===== config.mk =====
export PLATFORM = sky130hd
export DESIGN_NAME = cpu_ctrl_fsm
export DESIGN_NICKNAME = d
export VERILOG_FILES = /design/src/rtl/cpu_ctrl_pkg.sv /design/src/rtl/cpu_ctrl_cond.sv /design/src/rtl/cpu_ctrl_fsm.sv
export SDC_FILE = /design/constraint.sdc
export NUM_CORES = 1
export LEC_CHECK = 0
export CAP_MARGIN = 30
export CORE_MARGIN = 1
export CORE_UTILIZATION = 31
export CTS_BUF_LIST = sky130_fd_sc_hd__clkbuf_16
export CTS_CLUSTER_SIZE = 8
export DETAILED_ROUTE_END_ITERATION = 6
export DONT_BUFFER_PORTS = 1
export GPL_ROUTABILITY_DRIVEN = 1
export PLACE_DENSITY = 0.54
export SYNTH_ARGS = -nofsm -noshare
export SYNTH_HDL_FRONTEND = slang
export SYNTH_HIERARCHICAL = 1
export SYNTH_SLANG_ARGS = --single-unit
export TNS_END_PERCENT = 10

===== constraint.sdc =====
create_clock -name clk -period 3.3 [get_ports clk]
set_input_delay 0.165 -clock clk [delete_from_list [all_inputs] [get_ports clk]]
set_output_delay 0.165 -clock clk [all_outputs]
set_load 0.05 [all_outputs]

===== src/rtl/cpu_ctrl_pkg.sv =====
// Shared encodings for the Simple RISC Machine control FSM:
// state codes, instruction fields and datapath select values.
package cpu_ctrl_pkg;

   typedef enum logic [4:0] {
      S_RST   = 5'd0,
      S_IF1, S_IF2, S_UPC, S_DEC,
      S_WIMM, S_GETA, S_GETB, S_EXEC, S_EXECM, S_WREG, S_CMP,
      S_ADDR, S_LADR, S_MRD, S_LDWB, S_GETD, S_SOUT, S_MWR,
      S_BR, S_LINK, S_BXR, S_BXC, S_BXPC,
      S_HALT, S_FAULT
   } state_t;

   localparam logic [2:0] OPC_BR   = 3'b001;
   localparam logic [2:0] OPC_BLX  = 3'b010;
   localparam logic [2:0] OPC_LDR  = 3'b011;
   localparam logic [2:0] OPC_STR  = 3'b100;
   localparam logic [2:0] OPC_ALU  = 3'b101;
   localparam logic [2:0] OPC_MOV  = 3'b110;
   localparam logic [2:0] OPC_HALT = 3'b111;

   localparam logic [1:0] OP_ADD  = 2'b00;
   localparam logic [1:0] OP_CMP  = 2'b01;
   localparam logic [1:0] OP_AND  = 2'b10;
   localparam logic [1:0] OP_MVN  = 2'b11;
   localparam logic [1:0] OP_MOVR = 2'b00;
   localparam logic [1:0] OP_MOVI = 2'b10;
   localparam logic [1:0] OP_MEM  = 2'b00;
   localparam logic [1:0] OP_B    = 2'b00;
   localparam logic [1:0] OP_BX   = 2'b00;
   localparam logic [1:0] OP_BL   = 2'b11;

   localparam logic [1:0] MEM_NONE  = 2'b00;
   localparam logic [1:0] MEM_READ  = 2'b01;
   localparam logic [1:0] MEM_WRITE = 2'b10;

   localparam logic [1:0] VSEL_C     = 2'b00;
   localparam logic [1:0] VSEL_PC    = 2'b01;
   localparam logic [1:0] VSEL_IMM   = 2'b10;
   localparam logic [1:0] VSEL_MDATA = 2'b11;

   localparam logic [1:0] PCSEL_INC = 2'b00;
   localparam logic [1:0] PCSEL_REL = 2'b01;
   localparam logic [1:0] PCSEL_REG = 2'b10;

   localparam logic [1:0] NSEL_RN = 2'b00;
   localparam logic [1:0] NSEL_RD = 2'b01;
   localparam logic [1:0] NSEL_RM = 2'b10;

   function automatic logic is_mem_wait(input state_t s);
      return (s == S_IF1) || (s == S_MRD) || (s == S_MWR);
   endfunction

endpackage


===== src/rtl/cpu_ctrl_cond.sv =====
// Branch condition evaluator: decides taken/illegal from cond and {N,V,Z}.
module cpu_ctrl_cond
   import cpu_ctrl_pkg::*;
(
   input  logic [2:0] i_cond,
   input  logic [2:0] i_status,
   output logic       o_taken,
   output logic       o_illegal
);

   logic w_n, w_v, w_z;

   assign w_n = i_status[2];
   assign w_v = i_status[1];
   assign w_z = i_status[0];

   always_comb begin
      o_taken   = 1'b0;
      o_illegal = 1'b0;
      case (i_cond)
         3'b000:  o_taken = 1'b1;
         3'b001:  o_taken = w_z;
         3'b010:  o_taken = ~w_z;
         3'b011:  o_taken = w_n ^ w_v;
         3'b100:  o_taken = (w_n ^ w_v) | w_z;
         default: o_illegal = 1'b1;
      endcase
   end

endmodule


===== src/rtl/cpu_ctrl_fsm.sv =====
// Moore control FSM: fetch/decode/execute/writeback sequencing with
// memory ready handshake and a per-wait-state timeout into FAULT.
module cpu_ctrl_fsm
   import cpu_ctrl_pkg::*;
#(
   parameter int MEM_TIMEOUT = 15,
   parameter int STATE_W     = 5
) (
   input  logic               clk,
   input  logic               reset,
   input  logic [2:0]         opcode,
   input  logic [1:0]         op,
   input  logic [2:0]         cond,
   input  logic [2:0]         status,
   input  logic               mem_ready,
   output logic [1:0]         nsel,
   output logic               loada,
   output logic               loadb,
   output logic               loadc,
   output logic               loads,
   output logic               asel,
   output logic               bsel,
   output logic               write,
   output logic [1:0]         vsel,
   output logic               load_pc,
   output logic               reset_pc,
   output logic               load_ir,
   output logic               load_addr,
   output logic               addr_sel,
   output logic [1:0]         pc_sel,
   output logic [1:0]         mem_cmd,
   output logic               halted,
   output logic               fault,
   output logic [STATE_W-1:0] state
);

   localparam int CNT_W = (MEM_TIMEOUT > 0) ? $clog2(MEM_TIMEOUT + 1) : 1;

   state_t           r_state;
   state_t           w_next;
   logic [CNT_W-1:0] r_cnt;
   logic             w_taken, w_illegal, w_timeout;
   logic [4:0]       w_instr;

   cpu_ctrl_cond u_cond (
      .i_cond    (cond),
      .i_status  (status),
      .o_taken   (w_taken),
      .o_illegal (w_illegal)
   );

   assign w_instr   = {opcode, op};
   assign w_timeout = (MEM_TIMEOUT != 0) && !mem_ready &&
                      (r_cnt == CNT_W'(MEM_TIMEOUT - 1));
   assign state     = STATE_W'(r_state);

   always_ff @(posedge clk or posedge reset) begin
      if (reset) begin
         r_state <= S_RST;
         r_cnt   <= '0;
      end else begin
         r_state <= w_next;
         if (w_next != r_state)
            r_cnt <= '0;
         else if (MEM_TIMEOUT != 0 && is_mem_wait(r_state) && !mem_ready)
            r_cnt <= r_cnt + CNT_W'(1);
      end
   end

   always_comb begin
      w_next    = r_state;
      nsel      = NSEL_RN;
      loada     = 1'b0;
      loadb     = 1'b0;
      loadc     = 1'b0;
      loads     = 1'b0;
      asel      = 1'b0;
      bsel      = 1'b0;
      write     = 1'b0;
      vsel      = VSEL_C;
      load_pc   = 1'b0;
      reset_pc  = 1'b0;
      load_ir   = 1'b0;
      load_addr = 1'b0;
      addr_sel  = 1'b0;
      pc_sel    = PCSEL_INC;
      mem_cmd   = MEM_NONE;
      halted    = 1'b0;
      fault     = 1'b0;
      case (r_state)
         S_RST: begin
            reset_pc = 1'b1;
            load_pc  = 1'b1;
            w_next   = S_IF1;
         end
         S_IF1: begin
            addr_sel = 1'b1;
            mem_cmd  = MEM_READ;
            if (mem_ready)      w_next = S_IF2;
            else if (w_timeout) w_next = S_FAULT;
         end
         S_IF2: begin
            addr_sel = 1'b1;
            mem_cmd  = MEM_READ;
            load_ir  = 1'b1;
            w_next   = S_UPC;
         end
         S_UPC: begin
            load_pc = 1'b1;
            pc_sel  = PCSEL_INC;
            w_next  = S_DEC;
         end
         S_DEC: begin
            casez (w_instr)
               {OPC_MOV, OP_MOVI}:                     w_next = S_WIMM;
               {OPC_MOV, OP_MOVR}, {OPC_ALU, OP_MVN}:  w_next = S_GETB;
               {OPC_ALU, OP_ADD}, {OPC_ALU, OP_AND},
               {OPC_ALU, OP_CMP}, {OPC_LDR, OP_MEM},
               {OPC_STR, OP_MEM}:                      w_next = S_GETA;
               {OPC_BR, OP_B}: begin
                  if (w_illegal)    w_next = S_FAULT;
                  else if (w_taken) w_next = S_BR;
                  else              w_next = S_IF1;
               end
               {OPC_BLX, OP_BL}:                       w_next = S_LINK;
               {OPC_BLX, OP_BX}:                       w_next = S_BXR;
               5'b111??:                               w_next = S_HALT;
               default:                                w_next = S_FAULT;
            endcase
         end
         S_WIMM: begin
            nsel   = NSEL_RN;
            vsel   = VSEL_IMM;
            write  = 1'b1;
            w_next = S_IF1;
         end
         S_GETA: begin
            nsel   = NSEL_RN;
            loada  = 1'b1;
            w_next = (opcode == OPC_LDR || opcode == OPC_STR) ? S_ADDR : S_GETB;
         end
         S_GETB: begin
            nsel  = NSEL_RM;
            loadb = 1'b1;
            // EXECM is the asel=1 flavour of EXEC so asel stays a pure state decode
            if (opcode == OPC_ALU && op == OP_CMP)      w_next = S_CMP;
            else if (opcode == OPC_ALU && op != OP_MVN) w_next = S_EXEC;
            else                                        w_next = S_EXECM;
         end
         S_EXEC: begin
            loadc  = 1'b1;
            w_next = S_WREG;
         end
         S_EXECM: begin
            asel   = 1'b1;
            loadc  = 1'b1;
            w_next = S_WREG;
         end
         S_WREG: begin
            nsel   = NSEL_RD;
            vsel   = VSEL_C;
            write  = 1'b1;
            w_next = S_IF1;
         end
         S_CMP: begin
            loads  = 1'b1;
            w_next = S_IF1;
         end
         S_ADDR: begin
            bsel   = 1'b1;
            loadc  = 1'b1;
            w_next = S_LADR;
         end
         S_LADR: begin
            load_addr = 1'b1;
            w_next    = (opcode == OPC_STR) ? S_GETD : S_MRD;
         end
         S_MRD: begin
            mem_cmd = MEM_READ;
            if (mem_ready)      w_next = S_LDWB;
            else if (w_timeout) w_next = S_FAULT;
         end
         S_LDWB: begin
            mem_cmd = MEM_READ;
            nsel    = NSEL_RD;
            vsel    = VSEL_MDATA;
            write   = 1'b1;
            w_next  = S_IF1;
         end
         S_GETD: begin
            nsel   = NSEL_RD;
            loadb  = 1'b1;
            w_next = S_SOUT;
         end
         S_SOUT: begin
            asel   = 1'b1;
            loadc  = 1'b1;
            w_next = S_MWR;
         end
         S_MWR: begin
            mem_cmd = MEM_WRITE;
            if (mem_ready)      w_next = S_IF1;
            else if (w_timeout) w_next = S_FAULT;
         end
         S_BR: begin
            load_pc = 1'b1;
            pc_sel  = PCSEL_REL;
            w_next  = S_IF1;
         end
         S_LINK: begin
            nsel   = NSEL_RN;
            vsel   = VSEL_PC;
            write  = 1'b1;
            w_next = S_BR;
         end
         S_BXR: begin
            nsel   = NSEL_RD;
            loadb  = 1'b1;
            w_next = S_BXC;
         end
         S_BXC: begin
            asel   = 1'b1;
            loadc  = 1'b1;
            w_next = S_BXPC;
         end
         S_BXPC: begin
            load_pc = 1'b1;
            pc_sel  = PCSEL_REG;
            w_next  = S_IF1;
         end
         S_HALT:  halted = 1'b1;
         S_FAULT: fault  = 1'b1;
         default: w_next = S_FAULT;
      endcase
   end

endmodule

-- Yosys cells after proc, flatten, opt, wreduce, memory -nomap -nowiden
Index checks and enable logic that the tools add are counted.
Widths: inputs -> output; s select.
- bits of input ports: 14
- word-level logic and storage cells: 112
- flip-flop bits (word level): 9
- bitwise logic cells: 3
- reductions and logical operators: 25
- equal/unequal tests: 48
- multiplexer cells: 33
- $add $sub $neg: 1
- operators with widths (cell ; count):
    $pmux 5 s18 ; 1
    $eq 5x5->1 const B ; 17
    $eq 5x4->1 const B ; 11
    $mux 5 ; 7
    $pmux 5 s7 ; 1
    $eq 5x3->1 const B ; 5
    $reduce_or 4->1 ; 4
    $mux 1 ; 15
    $reduce_or 5->1 ; 3
    $eq 3x3->1 const B ; 4
    $mux 4 ; 3
    $pmux 2 s2 ; 3
    $eq 5x2->1 const B ; 2
    $eq 3x2->1 const B ; 3
    $reduce_or 2->1 ; 4
    $reduce_or 7->1 ; 1
    $pmux 2 s3 ; 1
    $reduce_or 3->1 ; 2
    $eq 5x1->1 const B ; 1
    $logic_not 5->1 ; 1
    $ne 5x5->1 ; 1
    $pmux 1 s5 ; 1
    $add 4x1->4 const B ; 1
    $eq 4x4->1 const B ; 1
    other kinds (12) ; 17

-- Longest topological paths before layout
Gate-level depths: netlist (run 1).
- depth in word-level cells: 9
- mapped depth: 10

-- By module
The synthesis (run 1) kept the hierarchy.
- modules (own cells, without submodules) (module ; area each (um^2) ; cells an instance ; times used ; sequential area each (um^2)):
    cpu_ctrl_fsm ; 1497.7 ; 224 ; 1 ; 225.2
    cpu_ctrl_cond ; 51.3 ; 9 ; 1 ; 0.0

-- Worst setup path after synthesis (run 1)
Ideal clock, no wire load.
- path kind: flip-flop to output port
- start point: register r_state[4] (netlist: state[4])
- end point: output addr_sel
- setup slack: -0.638 ns
- data required time: 3.135 ns
- arrival: 3.773 ns
- cell stages (with the launch flop): 5
- path through: dfrtp_1 clkbuf_1 buf_1 clkbuf_1 a2111oi_0
- longest elaborated chain between the ends: 3
- elaborated cells on any way between the ends: 4
- RTL lines (what ; RTL line ; RTL):
    start, declared ; cpu_ctrl_fsm.sv:39 ; state_t r_state;
    start signal, assigned ; cpu_ctrl_fsm.sv:62 ; r_state <= w_next;
    $eq 5x1->1 or $eq 5x2->1 (tied branches) ; cpu_ctrl_fsm.sv:90 ; case (r_state)
    $reduce_or 2->1 (no source line) * ; - ;
    $mux 1 * ; cpu_ctrl_fsm.sv:90 ;
    end, declared ; cpu_ctrl_fsm.sv:29 ; output logic addr_sel,
Mark *: on every way between the ends. The rest lies on a longest branch, timed or not.

-- Final worst setup path (run 1)
- start point: register r_state[3] (netlist: state[3])
- end point: register r_cnt[0]
- longest elaborated chain between the ends: 5
- elaborated cells on any way between the ends: 40
- RTL lines (what ; RTL line ; RTL):
    $eq 5x5->1, or another cell as far along ; cpu_ctrl_fsm.sv:90 ;
    $reduce_or 7->1 (no source line), or another cell as far along ; - ;
    $pmux 5 s18 or $logic_or 1x1->1 (tied branches) ; cpu_ctrl_fsm.sv:90, cpu_ctrl_pkg.sv:51 ;
    $ne 5x5->1 or $logic_and 1x1->1 (tied branches) ; cpu_ctrl_fsm.sv:63, cpu_ctrl_fsm.sv:65 ;
    $mux 4 or $reduce_bool 2->1 (tied branches) ; - ;
    end signal, assigned ; cpu_ctrl_fsm.sv:66 ; r_cnt <= r_cnt + CNT_W'(1);
    end, declared ; cpu_ctrl_fsm.sv:41 ; logic [CNT_W-1:0] r_cnt;
Parallel ways exist; a longest one is shown, timed or not.
A chain may end at the register's enable or synchronous reset.

==> reports/results.ini, run 1 <==
[worst_setup_path]
cpPeakStageDelay_ns = 0.57
critPathLaunch = state[3]$_DFF_PP0_
start_kind = flip-flop
critical_path.top_delay_family = simple AND/OR/NAND/NOR gates
regToRegSetupSlack_ns = 0.30
crit_arrival_ns = 3.12
required_ns = 3.42
reg2reg_from = state[3]$_DFF_PP0_
cp_slowest_cell = or4_4
path_buf_inv = 0
cp_max_fo = 17
worstPathCellList = nor3_1 > o311ai_1 > a221o_1 > and4_1 > o2bb2ai_1 > or4_4 > nor4_1
crit_type = reg2reg
worstSetupEndpointType = flip-flop

[yosys]
ys_ff_latch = 9
syn_nets = 249
ys.flop_type = dfrtp_1
yosys-top-cells-area = dfrtp_1, nor2_1, nand2_1
synth-edff-count = 0
yosysTopAreaCell = dfrtp_1
avgSynthCellArea_um2 = 6.65
netlist_area_um2 = 1550
synthArstFlopShare = 1.00
postSynthCellCount = 233
synth_cell_type_count = 61
synth_warnings = 6
yosysMostFrequentCell = nor2_1
synth.top_cells.by_count = nor2_1, nand2_1, a21oi_1
synth_top_area_share = 0.145
seq_area_frac_synth = 0.145

[sta]
finClkSkew_ns = 0.00333
relSlewSlack = 0.657
drv_slew = 0
tightest_slew_ns = 0.511
min_period_over_period = 0.908
fmax_mhz = 334
min_period_ns = 3.00
setup_viol = 0
hold_viol_final = 0
setup_tns_ns = 0
rsz0062_at_grt = false

[clocking]
cts_tree = built
ctsHoldBuffers = 1
clock_sinks = 9
cts_resized = 0
post_cts_buffers = 0
clkTransAtPathRegs_ns = 0.04
root_buffer = clkbuf_16
htree_levels = 1
cts-buffers-inserted = 3
clock_latency_ns = 0.23
cts_buffer_depth = 2

[pwr]
vdd_drop_max_uv = 318
p_leak_nw = 0.723
powerDensity_nw_per_um2 = 947
power_mw = 1.78

[floorplanning]
die_w_um = 72.7
ioPinCount = 41
core-area_um2 = 4750
die-area_um2 = 5280
die_h_um = 72.7
floorplan.initialDensity = 0.326
rows = 25

[place]
dpl.hpwl_mm = 3.54
postPlaceCellArea_um2 = 1790
io_buffers = 0
dp.cells = 310
globalplace.congestion = 0.852

[cells_and_area]
fin_nets = 265
drive_above_1_share = 0.169
fillers = 529
design_area_um2 = 1880
fin_cells = 315
syn_to_final_growth_pct = 21.2
diodes = 0

[run_status]
status = finished clean

[detailed_routing]
drtAntennaViolNets = 0
num_vias = 1795
drc = 0
initialDrtViolationCount = 177
via_per_inst = 5.70
wirelength_mm = 4.78
avgRoutedWirePerCell_um = 15.2
dr.pass1.iters = 4

[global_route]
grt_pass1_vias = 1590
grt_pass1_wl_mm = 7.90
grt_max_degree = 30
grt.total_usage = 0.187
grt-ovfl-total = 0
antenna_found_initial = 0

[run]
maxCapViolations = 0

[min_path]
hold_start = mem_ready
hp-class = in2reg

[cells in the final DEF (no fill, tap or decap), types with 3 or more instances in the layout]
master,count
buf_4,30
nor2_1,27
nand2_1,22
a21oi_1,15
o21ai_0,12
nor2b_1,11
nand3_1,9
dfrtp_1,9
nand2b_1,8
inv_1,7
nor3_1,7
a31oi_1,5
nor3b_1,5
nor4_1,5
a211oi_1,4
xor2_1,4
o21ai_1,3
clkbuf_16,3
[flip-flops by register name (all words and copies together) (netlist names)]
| name | flops |
|---|---|
| state | 5 |
| r_cnt | 4 |
[layer usage]
| metal | GRT usage | up-vias | wire [um] |
|---|---|---|---|
| met5 | 0 | - | 0 |
| met2 | 0.296 | 78 | 2160 |
| met1 | 0.270 | 822 | 2250 |
| li1 | - | 893 | - |
| met4 | 0.0218 | 0 | 10 |
| met3 | 0.0387 | 2 | 359 |
[worst paths after layout]
path                                        end  depth (start not counted)
max                        r_cnt[0]$_DFFE_PP0P_                          7
min                          state[0]$_DFF_PP0_                          2
max reg2reg                r_cnt[0]$_DFFE_PP0P_                          7
min reg2reg                r_cnt[3]$_DFFE_PP0P_                          2
max in group asynchronous    state[3]$_DFF_PP0_                          2
min in group asynchronous  r_cnt[2]$_DFFE_PP0P_                          2
[final cells by class]
class	instances	area, um^2	share of cell area
Tap cell	67	83.8	0.0446
Sequential cell	9	225	0.120
Clock buffer	3	75.1	0.0400
Timing Repair Buffer	31	235	0.125
Inverter	6	22.5	0.0120
Clock inverter	1	3.75	0.00200
Multi-Input combinational cell	198	1230	0.656
[cell families (layout without fill, tap and decap cells)]
logic type | after synthesis | in the layout | share of synthesized area
buffers and inverters | 26 | 41 | 0.0703
flip-flops | 9 | 9 | 0.145
multiplexers | 2 | 2 | 0.0137
AND/OR/NAND/NOR | 117 | 117 | 0.410
adder cells (fa/ha/maj) | 2 | 2 | 0.0162
XOR/XNOR | 6 | 6 | 0.0339
AO/OA/AOI/OAI | 71 | 71 | 0.310
[per-stage QoR]
stage / hold slack [ns] / setup WS [ns] / util
floorplan: -0.00708 / 0.0303 / -
global placement: 0.0408 / 0.422 / 0.376
detailed placement: 0.0522 / 0.318 / 0.376
CTS: 0.0856 / 0.307 / 0.395
global route: 0.102 / 0.0999 / 0.395
finish: 0.0944 / 0.303 / 0.395
[power by group]
part           switching, mW  internal, mW
clock network         0.0522         0.158
registers             0.0758         0.142
logic                  0.900         0.449
Note: power is estimated with default switching activity, not from simulation.
==> run 2: changes to the inputs <==
Settings changed: GPL_TIMING_DRIVEN set to 0.
==> run 2 against run 1 <==
  * Cell area shrank 3.0%
  * First-iteration DRC count grew 34%
  * Die area is the same
  * Core utilization shrank 1.2 points
  * Final cell count shrank 0.63%
  * Routed wire length grew 4.9%
  * Critical path depth grew 1
  * Fmax shrank 6.8%
  * Critical path type unchanged
==> reports/results.ini, run 2 (synthesis gave the netlist of run 1 again) <==
[cells_and_area]
layout_commonest_cell = nor2_1  ; was buf_4
layout.cells.most_common_list = nor2_1, nand2_1, a21oi_1  ; was buf_4, nor2_1, nand2_1
design_area_um2 = 1820  ; was 1880 um^2
drive_above_1_share = 0.126  ; was 0.169
largest_reg_flops = 5  ; unchanged
syn_to_final_growth_pct = 17.6  ; was 21.2%
diodes = 0  ; unchanged
fin_nets = 263  ; was 265

[sta]
tightest_slew_ns = 0.962  ; was 0.511 ns
setup_ws_ns = 0.0838  ; was 0.303 ns
rsz0062_at_grt = true  ; was false
min_period_ns = 3.22  ; was 3.00 ns
setup_viol = 0  ; unchanged
min_period_over_period = 0.975  ; was 0.908
hold_viol_final = 0  ; unchanged
fmax_mhz = 311  ; was 334 MHz
relSlewSlack = 0.354  ; was 0.657
drv_slew = 0  ; unchanged
finClkSkew_ns = 0.00117  ; was 0.00333 ns

[detailed_routing]
initialDrtViolationCount = 237  ; was 177
topRoutingLayerUsed = met4  ; unchanged
wirelength_mm = 5.02  ; was 4.78 mm
via_per_inst = 5.85  ; was 5.70
num_vias = 1830  ; was 1795
drc = 0  ; unchanged
routed-wl-met2_mm = 2.25  ; was 2.16 mm
dr.pass1.iters = 4  ; unchanged
wl_met1_mm = 2.22  ; was 2.25 mm
avgRoutedWirePerCell_um = 16.0  ; was 15.2 um
drtAntennaViolNets = 0  ; unchanged
met3_length_um = 457  ; was 359 um

[worst_setup_path]
worstSetupEndpointType = flip-flop  ; unchanged
timing.critical_path.to = r_cnt[3]$_DFFE_PP0P_  ; was r_cnt[0]$_DFFE_PP0P_
cp_max_fo = 10  ; was 17
worstPathCellList = clkbuf_1 > and2b_1 > o311ai_1 > a221o_1 > and4_1 > o2bb2ai_1 > or4_4 > nor4_1  ; was nor3_1 > o311ai_1 > a221o_1 > and4_1 > o2bb2ai_1 > or4_4 > nor4_1
cpPeakStageDelay_ns = 0.65  ; was 0.57 ns
r2r-end = r_cnt[3]$_DFFE_PP0P_  ; was r_cnt[0]$_DFFE_PP0P_
critPathLaunch = state[2]$_DFF_PP0_  ; was state[3]$_DFF_PP0_
start_kind = flip-flop  ; unchanged
r2r_cells = 8  ; was 7
regToRegSetupSlack_ns = 0.08  ; was 0.30 ns
reg2reg_from = state[2]$_DFF_PP0_  ; was state[3]$_DFF_PP0_
crit_type = reg2reg  ; unchanged
crit_arrival_ns = 3.34  ; was 3.12 ns
cp_slowest_cell = dfrtp_1  ; was or4_4
required_ns = 3.43  ; was 3.42 ns

[clocking]
clkTransAtPathRegs_ns = 0.04  ; about the same
clock_sinks = 9  ; unchanged
cts_tree = built  ; unchanged
clock_latency_ns = 0.23  ; about the same
root_buffer = clkbuf_16  ; unchanged
cts-buffers-inserted = 3  ; unchanged
htree_levels = 1  ; unchanged
cts_buffer_depth = 2  ; unchanged

[floorplanning]
die_h_um = 72.7  ; unchanged
floorplan.initialDensity = 0.326  ; unchanged
die_w_um = 72.7  ; unchanged
rows = 25  ; unchanged
core-area_um2 = 4750  ; unchanged
ioPinCount = 41  ; unchanged
die-area_um2 = 5280  ; unchanged

[run_status]
status = finished clean  ; unchanged

[place]
dpl.hpwl_mm = 3.89  ; was 3.54 mm
postPlaceCellArea_um2 = 1710  ; was 1790 um^2
globalplace.congestion = 0.881  ; was 0.852
place_worst_setup_slack_ns = -0.209  ; was 0.318 ns
io_buffers = 0  ; unchanged

[global_route]
grt_max_degree = 11  ; was 30
antenna_found_initial = 0  ; unchanged
grt_pass1_vias = 1668  ; was 1590
grt-ovfl-total = 0  ; unchanged
grt.total_usage = 0.193  ; was 0.187
grt_pass1_wl_mm = 8.16  ; was 7.90 mm

[pwr]
p_leak_nw = 0.646  ; was 0.723 nW
powerDensity_nw_per_um2 = 971  ; was 947 nW/um^2
vdd_drop_max_uv = 329  ; was 318 uV

[min_path]
hp-class = in2reg  ; unchanged
hold_start = opcode[0]  ; was mem_ready

[run]
maxCapViolations = 0  ; unchanged

## run 2: critical path: cells and delay by family (launching register included)
family                 cells  cell delay [ns]
buffers and inverters      1             0.43
AND/OR/NAND/NOR            4             1.42
flip-flops                 1             0.65
AO/OA/AOI/OAI              3             0.62
## run 2: cell type report
class	count	area, um^2
Buffer	20	87.6
Inverter	6	22.5
Clock buffer	3	75.1
Clock inverter	1	3.75
Sequential cell	9	228
Timing Repair Buffer	9	73.8
Multi-Input combinational cell	198	1250
Fill cell	537	2930
Tap cell	67	83.8
## run 2: worst min-delay path by stage
stage | endpoint | slack (ns) | cells past startpoint
global placement | r_cnt[2]$_DFFE_PP0P_ | 0.04 | 1
global route | r_cnt[2]$_DFFE_PP0P_ | 0.36 | 2
finish | state[4]$_DFF_PP0_ | 0.31 | 4
detailed placement | r_cnt[2]$_DFFE_PP0P_ | 0.04 | 1
CTS | state[4]$_DFF_PP0_ | 0.31 | 4
floorplan | r_cnt[0]$_DFFE_PP0P_ | -0.007 | 1
## run 2: per-stage QoR
stage | hold WS [ns] | std cells | TNS, ns | utilization | power (mW)
global placement | 0.0362 | 300 | -1.47 | 0.344 | 1.47
global route | 0.363 | 313 | -0.256 | 0.383 | 1.89
detailed placement | 0.0378 | 308 | -0.777 | 0.361 | 1.52
floorplan | -0.00708 | 233 | 0 | - | 1.23
CTS | 0.314 | 313 | 0 | 0.381 | 1.74
finish | 0.306 | 313 | 0 | 0.383 | 1.77
## run 2: power breakdown
group / leakage, nW / switching, mW / internal [mW]
clock network: 0.0423 / 0.0500 / 0.158
registers: 0.117 / 0.129 / 0.143
logic: 0.487 / 0.888 / 0.401
## run 2: per-layer routing
metal  track usage  up-vias
met4        0.0240        0
met3        0.0539        8
met5             0        -
met1         0.258      845
met2         0.317       79
li1              -      898
## run 2: what timing repair did
item                                   in CTS  in global routing
hold buffers                                1                  0
endpoints found under the hold margin       9                  0
setup endpoints to repair                   6                  7
resized for setup                           3                  5
buffers inserted                            0                  0
==> run 3: changes to the inputs <==
Settings changed: CAP_MARGIN 30 to 0, CORE_ASPECT_RATIO set to 1.2.
==> run 3 against run 2 <==
  * Critical path depth shrank 3
  * Sequential cell count is the same
  * Fmax grew 4.1%
  * Total power shrank 1.1%
  * Combinational power is essentially flat
  * Core utilization shrank 0.27 points
  * Critical path type is now reg2out
==> reports/results.ini, run 3 (synthesis gave the netlist of run 1 again) <==
[worst_setup_path]
required_ns = 3.13  ; was 3.43 ns
crit_arrival_ns = 2.92  ; was 3.34 ns
cp_max_fo = 10  ; unchanged
crit_type = reg2out  ; was reg2reg
start_kind = flip-flop  ; unchanged
worstSetupEndpointType = output port  ; was flip-flop

[place]
globalplace.congestion = 0.947  ; was 0.881
dpl.hpwl_mm = 3.98  ; was 3.89 mm
postPlaceCellArea_um2 = 1660  ; was 1710 um^2
io_buffers = 0  ; unchanged
place_worst_setup_slack_ns = -0.215  ; was -0.209 ns
dp.cells = 293  ; was 308

[run_status]
status = finished clean  ; unchanged

[cells_and_area]
diodes = 0  ; unchanged
fin_nets = 257  ; was 263
largest_reg_flops = 5  ; unchanged
design_area_um2 = 1790  ; was 1820 um^2
syn_to_final_growth_pct = 15.3  ; was 17.6%
drive_above_1_share = 0.138  ; was 0.126
layout.cells.most_common_list = nand2_1, nor2_1, a21oi_1  ; was nor2_1, nand2_1, a21oi_1
fin_cells = 298  ; was 313

[sta]
hold_viol_final = 0  ; unchanged
finClkSkew_ns = 0.000285  ; was 0.00117 ns
setup_ws_ns = 0.211  ; was 0.0838 ns
fmax_mhz = 324  ; was 311 MHz
min_period_ns = 3.09  ; was 3.22 ns
drv_slew = 0  ; unchanged
setup_tns_ns = 0  ; unchanged
min_period_over_period = 0.936  ; was 0.975
tightest_slew_ns = 1.42  ; was 0.962 ns
rsz0062_at_grt = false  ; was true
setup_viol = 0  ; unchanged
relSlewSlack = 0.0435  ; was 0.354

[min_path]
hp-class = in2reg  ; unchanged

[pwr]
powerDensity_nw_per_um2 = 979  ; was 971 nW/um^2
pwr-share-comb = 0.722  ; was 0.728
p_int_mw = 0.678  ; was 0.702 mW
power_mw = 1.75  ; was 1.77 mW
power.share.sequential = 0.159  ; was 0.154
p_clk_frac = 0.118  ; about the same
p_leak_nw = 0.617  ; was 0.646 nW
swShare = 0.613  ; was 0.603
p_switching_mw = 1.07  ; about the same
vdd_drop_max_uv = 249  ; was 329 uV

[detailed_routing]
drc = 0  ; unchanged
avgRoutedWirePerCell_um = 17.4  ; was 16.0 um
initialDrtViolationCount = 142  ; was 237
via_per_inst = 6.18  ; was 5.85
drtAntennaViolNets = 0  ; unchanged
wirelength_mm = 5.19  ; was 5.02 mm
dr.pass1.iters = 5  ; was 4
num_vias = 1842  ; was 1830

[clocking]
clock_sinks = 9  ; unchanged
cts-buffers-inserted = 3  ; unchanged
clock_latency_ns = 0.23  ; about the same
htree_levels = 1  ; unchanged
cts_buffer_depth = 2  ; unchanged
cts_tree = built  ; unchanged
root_buffer = clkbuf_16  ; unchanged
clkTransAtPathRegs_ns = 0.04  ; about the same
post_cts_buffers = 0  ; unchanged

[floorplanning]
floorplan.initialDensity = 0.330  ; was 0.326
die_h_um = 79.4  ; was 72.7 um
die_w_um = 66.5  ; was 72.7 um
rows = 27  ; was 25
ioPinCount = 41  ; unchanged
core-area_um2 = 4700  ; was 4750 um^2
die-area_um2 = 5280  ; about the same

[global_route]
antenna_found_initial = 0  ; unchanged
grt.total_usage = 0.201  ; was 0.193
grt_pass1_vias = 1629  ; was 1668
grt-ovfl-total = 0  ; unchanged
grt_max_degree = 11  ; unchanged
grt_pass1_wl_mm = 8.32  ; was 8.16 mm

[run]
maxCapViolations = 0  ; unchanged

run 3: cell types whose count changed in the layout (fill, tap and decap cells not counted), sizes merged:
| cell | delta |
|---|---|
| clkbuf | +1 |
| buf | -7 |
run 3: worst max-delay path: stages, from the launching register on:
cell and delay, ns:
dfrtp_2 0.60, clkbuf_1 0.40, buf_1 0.41, clkbuf_1 0.45, mux2_2 0.40, nor2_2 0.43
run 3: repair_timing:
| action | CTS | global route |
|---|---|---|
| resized for setup | 4 | 11 |
| endpoints found under the setup margin | 8 | 10 |
| hold endpoints to repair | 9 | 0 |
| hold buffers | 1 | 0 |
run 3: power by group through the flow:
| stage | logic (mW) | registers, mW | clock network, mW |
|---|---|---|---|
| after floorplan | 0.979 | 0.255 | 0 |
| final | 1.26 | 0.279 | 0.207 |
| after detailed placement | 1.21 | 0.275 | 0 |
| after global routing | 1.37 | 0.283 | 0.221 |
| after CTS | 1.23 | 0.273 | 0.213 |
| after global placement | 1.19 | 0.275 | 0 |
run 3: path summary, 6_finish.rpt:
kind | from | endpoint | slack (ns) | cells past startpoint
max in group asynchronous | reset | state[4]$_DFF_PP0_ | 2.67 | 2
hold reg to reg | r_cnt[0]$_DFFE_PP0P_ | r_cnt[0]$_DFFE_PP0P_ | 0.62 | 2
hold / removal | opcode[0] | state[4]$_DFF_PP0_ | 0.34 | 4
setup reg to reg | state[2]$_DFF_PP0_ | r_cnt[3]$_DFFE_PP0P_ | 0.28 | 8
setup / recovery | state[4]$_DFF_PP0_ | nsel[0] | 0.21 | 5
min in group asynchronous | reset | r_cnt[1]$_DFFE_PP0P_ | 0.35 | 2
run 3: layout make-up:
| class | instances | area [um^2] |
|---|---|---|
| repair buffers | 3 | 28.8 |
| inverters | 6 | 22.5 |
| well taps | 58 | 72.6 |
| clock buffers | 3 | 75.1 |
| flip-flops and latches | 9 | 231 |
| fillers | 508 | 2910 |
| clock inverters | 1 | 3.75 |
| multi-input cells | 198 | 1260 |
| plain buffers | 20 | 88.8 |
run 3: per-layer routing:
layer  wire, um  vias to the layer above  track usage
met5          0                        -            0
li1           -                      882            -
met2       2460                       98        0.321
met4        134                        0       0.0851
met1       2220                      849        0.260
met3        363                       13       0.0371
run 3: stage by stage:
stage           util  hold slack (ns)
5_1_grt        0.380            0.378
4_1_cts        0.375            0.345
3_5_place_dp   0.353           0.0351
2_1_floorplan      -         -0.00708
6_report       0.380            0.344
3_3_place_gp   0.346           0.0297
